--- src/rtl/mem_w2_pkg.sv ---
// Shared types and constants for the W2 data-memory responder.
package mem_w2_pkg;

    typedef enum logic [1:0] {
        IDLE   = 2'd0,
        REQ    = 2'd1,
        WAIT_R = 2'd2,
        DONE   = 2'd3
    } state_e;

    // Funct3 access size / sign encodings
    localparam logic [2:0] F3_B  = 3'b000;
    localparam logic [2:0] F3_H  = 3'b001;
    localparam logic [2:0] F3_W  = 3'b010;
    localparam logic [2:0] F3_BU = 3'b100;
    localparam logic [2:0] F3_HU = 3'b101;

    // Execute path tags, shared with the control path's hazard unit
    localparam logic [1:0] EXP_ALU = 2'd0;
    localparam logic [1:0] EXP_MUL = 2'd1;
    localparam logic [1:0] EXP_LSU = 2'd2;
    localparam logic [1:0] EXP_CSR = 2'd3;

endpackage

--- src/rtl/mem_lane_align.sv ---
// Byte-lane steering: store enables/replication, legality check, and
// load lane extraction with sign/zero extension. Purely combinational.
import mem_w2_pkg::*;

module mem_lane_align (
    input  logic        st_we,
    input  logic [2:0]  st_f3,
    input  logic [1:0]  st_off,
    input  logic [31:0] st_data,
    output logic [3:0]  be,
    output logic [31:0] wdata,
    output logic        bad,
    input  logic [2:0]  ld_f3,
    input  logic [1:0]  ld_off,
    input  logic [31:0] rdata,
    output logic [31:0] result
);

    logic [15:0] sh;

    // Request side: lane enables, replicated data, misalign/illegal check
    always_comb begin
        be    = 4'b0000;
        wdata = st_data;
        bad   = 1'b0;
        case (st_f3)
            F3_B, F3_BU: begin
                be    = 4'b0001 << st_off;
                wdata = {4{st_data[7:0]}};
            end
            F3_H, F3_HU: begin
                be    = st_off[1] ? 4'b1100 : 4'b0011;
                wdata = {2{st_data[15:0]}};
                bad   = st_off[0];
            end
            F3_W: begin
                be  = 4'b1111;
                bad = (st_off != 2'b00);
            end
            default: bad = 1'b1;
        endcase
        // unsigned variants have no store meaning
        if (st_we && st_f3[2])
            bad = 1'b1;
    end

    // Response side: pull the addressed lane down to bit 0 and extend
    always_comb begin
        sh     = 16'(rdata >> {ld_off, 3'b000});
        result = rdata;
        case (ld_f3)
            F3_B:    result = {{24{sh[7]}}, sh[7:0]};
            F3_BU:   result = {24'h0, sh[7:0]};
            F3_H:    result = {{16{sh[15]}}, sh[15:0]};
            F3_HU:   result = {16'h0, sh[15:0]};
            default: result = rdata;
        endcase
    end

endmodule

--- src/rtl/mem_w2_unit.sv ---
// W2 data-memory responder: captures a W-stage load/store, runs the
// req/gnt/rvalid handshake and returns the extended load result.
import mem_w2_pkg::*;

module mem_w2_unit #(
    parameter int ADDR_W = 32,
    parameter int DATA_W = 32
) (
    input  logic              clk,
    input  logic              reset,
    input  logic              MemWriteW,
    input  logic              MemReadW,
    input  logic [1:0]        ExPathW,
    input  logic [4:0]        A3_W,
    input  logic [2:0]        Funct3W,
    input  logic [ADDR_W-1:0] AddrW,
    input  logic [DATA_W-1:0] WriteDataW,
    output logic              mem_req,
    output logic              mem_we,
    output logic [ADDR_W-1:0] mem_addr,
    output logic [3:0]        mem_be,
    output logic [DATA_W-1:0] mem_wdata,
    input  logic              mem_gnt,
    input  logic              mem_rvalid,
    input  logic [DATA_W-1:0] mem_rdata,
    output logic              RegWE_W_W2,
    output logic [4:0]        A4_W2,
    output logic [1:0]        ExPathW2,
    output logic [DATA_W-1:0] ResultW2,
    output logic              MemBusy,
    output logic              MisalignErr
);

    state_e            state;
    logic              we_q;
    logic [2:0]        f3_q;
    logic [ADDR_W-1:0] addr_q;
    logic [3:0]        be_q;
    logic [DATA_W-1:0] wdata_q;

    logic [3:0]        be_c;
    logic [DATA_W-1:0] wdata_c;
    logic              bad_c;
    logic [DATA_W-1:0] rd_c;

    mem_lane_align u_align (
        .st_we   (MemWriteW),
        .st_f3   (Funct3W),
        .st_off  (AddrW[1:0]),
        .st_data (WriteDataW),
        .be      (be_c),
        .wdata   (wdata_c),
        .bad     (bad_c),
        .ld_f3   (f3_q),
        .ld_off  (addr_q[1:0]),
        .rdata   (mem_rdata),
        .result  (rd_c)
    );

    // FSM plus capture registers; a store wins if both requests are high
    always_ff @(posedge clk or negedge reset) begin
        if (!reset) begin
            state       <= IDLE;
            we_q        <= 1'b0;
            f3_q        <= 3'b000;
            addr_q      <= '0;
            be_q        <= 4'b0000;
            wdata_q     <= '0;
            A4_W2       <= 5'd0;
            ExPathW2    <= 2'd0;
            ResultW2    <= '0;
            MisalignErr <= 1'b0;
        end else begin
            MisalignErr <= 1'b0;
            case (state)
                IDLE: begin
                    if (MemWriteW || MemReadW) begin
                        we_q     <= MemWriteW;
                        f3_q     <= Funct3W;
                        addr_q   <= AddrW;
                        be_q     <= be_c;
                        wdata_q  <= wdata_c;
                        A4_W2    <= A3_W;
                        ExPathW2 <= ExPathW;
                        if (bad_c) MisalignErr <= 1'b1;
                        else       state       <= REQ;
                    end
                end
                REQ: begin
                    if (mem_gnt) state <= we_q ? IDLE : WAIT_R;
                end
                WAIT_R: begin
                    if (mem_rvalid) begin
                        ResultW2 <= rd_c;
                        state    <= DONE;
                    end
                end
                DONE:    state <= IDLE;
                default: state <= IDLE;
            endcase
        end
    end

    // Bus and writeback outputs decode from state and captured registers only
    always_comb begin
        mem_req    = (state == REQ);
        mem_we     = (state == REQ) && we_q;
        mem_addr   = {addr_q[ADDR_W-1:2], 2'b00};
        mem_be     = be_q;
        mem_wdata  = wdata_q;
        MemBusy    = (state != IDLE);
        RegWE_W_W2 = (state == DONE) && (A4_W2 != 5'd0);
    end

    // The control path must hold off new requests while the unit is busy
    a_no_req_busy: assert property (@(posedge clk) disable iff (!reset)
        (state != IDLE) |-> !(MemWriteW || MemReadW))
        else $error("mem_w2_unit: request presented while busy");

endmodule

--- config.mk ---
export PLATFORM = sky130hd
export DESIGN_NAME = mem_w2_unit
export DESIGN_NICKNAME = d
export VERILOG_FILES = /design/src/rtl/mem_w2_pkg.sv /design/src/rtl/mem_lane_align.sv /design/src/rtl/mem_w2_unit.sv
export SDC_FILE = /design/constraint.sdc
export NUM_CORES = 1
export LEC_CHECK = 0
export ABC_AREA = 1
export BUFFER_PORTS_ARGS = -buffer_cell sky130_fd_sc_hd__buf_2
export CAP_MARGIN = 20
export CORE_AREA = 2 2 181 112
export CTS_BUF_LIST = sky130_fd_sc_hd__clkbuf_16
export CTS_CLUSTER_SIZE = 14
export DETAILED_ROUTE_END_ITERATION = 6
export DIE_AREA = 0 0 183 114
export PLACE_DENSITY = 0.56
export SYNTH_ARGS = -nofsm -noshare
export SYNTH_HDL_FRONTEND = slang
export SYNTH_SLANG_ARGS = --single-unit
--- constraint.sdc ---
create_clock -name clk -period 3.5 [get_ports clk]
set_input_delay 0 -clock clk [delete_from_list [all_inputs] [get_ports clk]]
set_output_delay 0 -clock clk [all_outputs]
set_load 0.03 [all_outputs]
==> summary.txt <==
Setup path
  • Required @ worst endpoint: 3.84 ns
  • End of the worst register-to-register path: mem_wdata[18]
  • Register-to-Register Path Depth: 9
  • Kind of start point of the critical path: register
  • Worst endpoint data arrival time: 2.75 ns
  • Critical-path maximum fanout: 39
  • Endpoint kind of the worst setup timing path: register
  • CP Class: reg2reg
  • Critical path destination: mem_wdata[18]
  • R2R setup slack: 1.09 ns

Clock tree
  • Clock slew at the register clock pins of the worst setup and hold paths: 0.06 ns
  • Number of levels the H-tree was split into: 4
  • Setup repair bufs after CTS: 0
  • CTS hold repair buffers: 113
  • Number of buffers added by the clock tree synthesis step: 17
  • Skew-Pair Late Insertion Delay: 0.40 ns
  • Root Buffer: clkbuf_16
  • Clock sink count: 114
  • Gates resized, CTS repair: 0
  • Clock Path Buffers: 2
  • Clock tree from TritonCTS: done

Yosys
  • Fraction of synthesis flops using an asynchronous set or reset pin: 100%
  • Top-area cell type share of the netlist area: 50.1%
  • Number of cells produced by synthesis: 730
  • Number of synthesized register bits: 114
  • Number of enable flip-flop cells after synthesis: 0
  • Number of distinct library cell variants in the gate-level netlist after synthesis: 26
  • Cell area after synthesis: 5700 µm²
  • Mean Syn Cell Area: 7.80 µm²
  • Top post-synthesis cells by area: dfrtp_1, nand2_1, o21ai_0
  • YS warnings: 0
  • Post-synthesis sequential area ratio: 50.1%
  • Synth area leader: dfrtp_1
  • Primary FF master, synth: dfrtp_1

Routing
  • DRC: 0
  • Iter 0 DRT Violations: 440
  • Post-detailed-route count of antenna-violating nets: 0
  • Detailed-router iteration count before antenna repair: 5
  • Final Routed Wirelength: 19100 µm
  • Vias/cell: 4.56
  • Via count: 5839
  • WL per Instance: 14.9 µm

Global route
  • First-pass GRT wire length: 30100 µm
  • Antenna violations before repair: 0
  • Largest net degree at the start of global routing: 59
  • Total routing usage reported by global routing: 18.4%
  • Via count of the first global-routing pass: 5714
  • Remaining global-route overflow: 0

Floorplanning
  • I/O Pins: 224
  • Placeable core area: 19400 µm²
  • Number of standard-cell rows in the floorplan: 40
  • Die height: 114 µm
  • Area of the die: 20900 µm²
  • Starting density of the core: 29.3%
  • Die Wd: 183 µm

Finish
  • Share of cells above drive strength 1: 27.8%
  • Inserted Diodes: 0
  • Area growth syn-to-layout: 48.3%
  • Final non-filler cell area: 8450 µm²
  • Non-filler instance count after layout: 1281
  • Number of nets in the finished design: 1130

STA
  • Final-report setup violation count: 0
  • Aggregate negative setup slack: 0 ns
  • Final worst-path setup slack: 1.09 ns
  • Worst Skew: 0.0114 ns
  • Tcrit/Tclk final: 68.9%
  • FMAX: 0.414 GHz
  • Transition at the pin with the smallest max-transition slack: 0.844 ns
  • RSZ-0062 raised after global routing: false
  • Minimum clock period: 2.41 ns
  • Relative slew slack: 43.7%
  • Count of final max-slew check failures: 0
  • Final Hold Violating Endpoints: 0

Pwr
  • Worst supply voltage drop on vdd: 0.466 mV
  • Leakage power: 4.41 nW
  • Power Dens Cells: 956 nW/µm²

Worst hold path
  • Hold Crit Class: in2reg

Place
  • # placed instances: 1138
  • Dpl ws: 1.20 ns
  • HPWL after detailed placement: 12800 µm
  • Final estimated routing congestion in global placement: 0.846
  • Number of I/O port buffers: 221
  • Cell area reported after detailed placement: 6770 µm²

Run
  • Number of max-cap violations: 0

Status
  • Status: finished clean
-- layout make-up --
| cell class | count | area (µm²) |
|---|---|---|
| clock inverters | 13 | 121 |
| well taps | 252 | 315 |
| clock buffers | 17 | 425 |
| fillers | 1924 | 11000 |
| inverters | 52 | 196 |
| flip-flops and latches | 114 | 2850 |
| repair buffers | 341 | 2320 |
| multi-input cells | 492 | 2220 |
-- report_power, final --
part           switching, mW  internal, mW
Combinational           2.80          1.22
Sequential             0.434          1.97
Clock                  0.625          1.03
-- worst max-delay path, stage by stage, from the launching register on --
cell	delay, ns
dfrtp_1	0.46
nor2_4	0.19
inv_2	0.07
nor2_4	0.09
clkinv_2	0.31
buf_4	0.38
a21oi_1	0.14
o21ai_1	0.07
dlygate4sd3_1	0.57
nand2_1	0.07
-- cells in the mapped netlist (all sizes together) (4+ instances only) --
master  number
nor2        21
or2         24
inv         51
nand2      248
clkbuf      14
a21oi       50
o21ai       76
nand3       53
o211ai       7
nor3         4
a31oi        5
dfrtp      114
buf         59
-- layer usage --
| layer | part of all wire [%] | vias to the layer above | global-route usage [%] |
|---|---|---|---|
| li1 | - | 2881 | - |
| met1 | 50 | 2660 | 26.4 |
| met2 | 41 | 273 | 26.7 |
| met3 | 7.8 | 25 | 5.04 |
| met4 | 1.5 | 0 | 6.08 |
| met5 | 0 | - | 0 |
-- cells in the final DEF, fill, tap and decap left out --
master	synthesis	final
nand3_1	52	52
nor3_1	4	4
clkinvlp_4	0	3
inv_2	4	3
a21oi_2	2	2
a31oi_1	5	5
a2bb2oi_1	1	1
nor2_4	3	3
clkbuf_16	0	17
inv_1	47	47
nand3_2	1	1
or2_2	22	22
buf_4	33	6
buf_2	24	220
clkinv_2	0	4
clkinv_4	0	1
o21ai_0	58	58
o211ai_1	7	7
dlygate4sd3_1	0	113
nor2_1	18	18
o21ai_1	18	18
dfrtp_1	114	114
nand2_1	248	248
buf_12	0	2
a21oi_1	48	48
nand4_1	1	1
or2_1	2	2
clkinv_1	1	5
bufinv_16	0	2
conb_1	1	2
-- state kept, by name, summed over array words and instances, names as in the netlist, named ones only --
register	cells
we_q	1
mem_wdata	32
ResultW2	32
ExPathW2	2
addr_q	32
A4_W2	5
state	1
f3_q	3
MisalignErr	1
mem_be	4
-- how the worst min path moves through the flow --
stage               slack, ns      endpoint  depth (start not counted)          start
floorplan               -0.30      A4_W2[0]                          0          reset
global placement         0.13    addr_q[22]                          1          reset
detailed placement       0.14    addr_q[22]                          1          reset
CTS                    0.0009  ResultW2[21]                          5  mem_rdata[21]
global route             0.04  ResultW2[10]                          5  mem_rdata[10]
finish                   0.03  ResultW2[10]                          5  mem_rdata[10]
-- per-stage QoR --
| step | hold slack, ns | power, mW | utilization [%] |
|---|---|---|---|
| floorplan | -0.296 | 5.33 | - |
| global placement | 0.129 | 6.25 | 34.9 |
| detailed placement | 0.141 | 6.28 | 34.9 |
| CTS | 0.000920 | 8.12 | 43.5 |
| global route | 0.0398 | 8.65 | 43.5 |
| finish | 0.0295 | 8.07 | 43.5 |
-- logic make-up (layout without fill, tap and decap cells) --
group / count (synthesis) / count (layout) / share of synthesized area, %
AND/OR/NAND/NOR: 351 / 351 / 26.0
AO/OA/AOI/OAI: 139 / 139 / 12.8
other: 1 / 2 / 0.0658
buffers and inverters: 125 / 423 / 11.1
flip-flops: 114 / 114 / 50.1
Note: power is estimated with default switching activity, not from simulation.
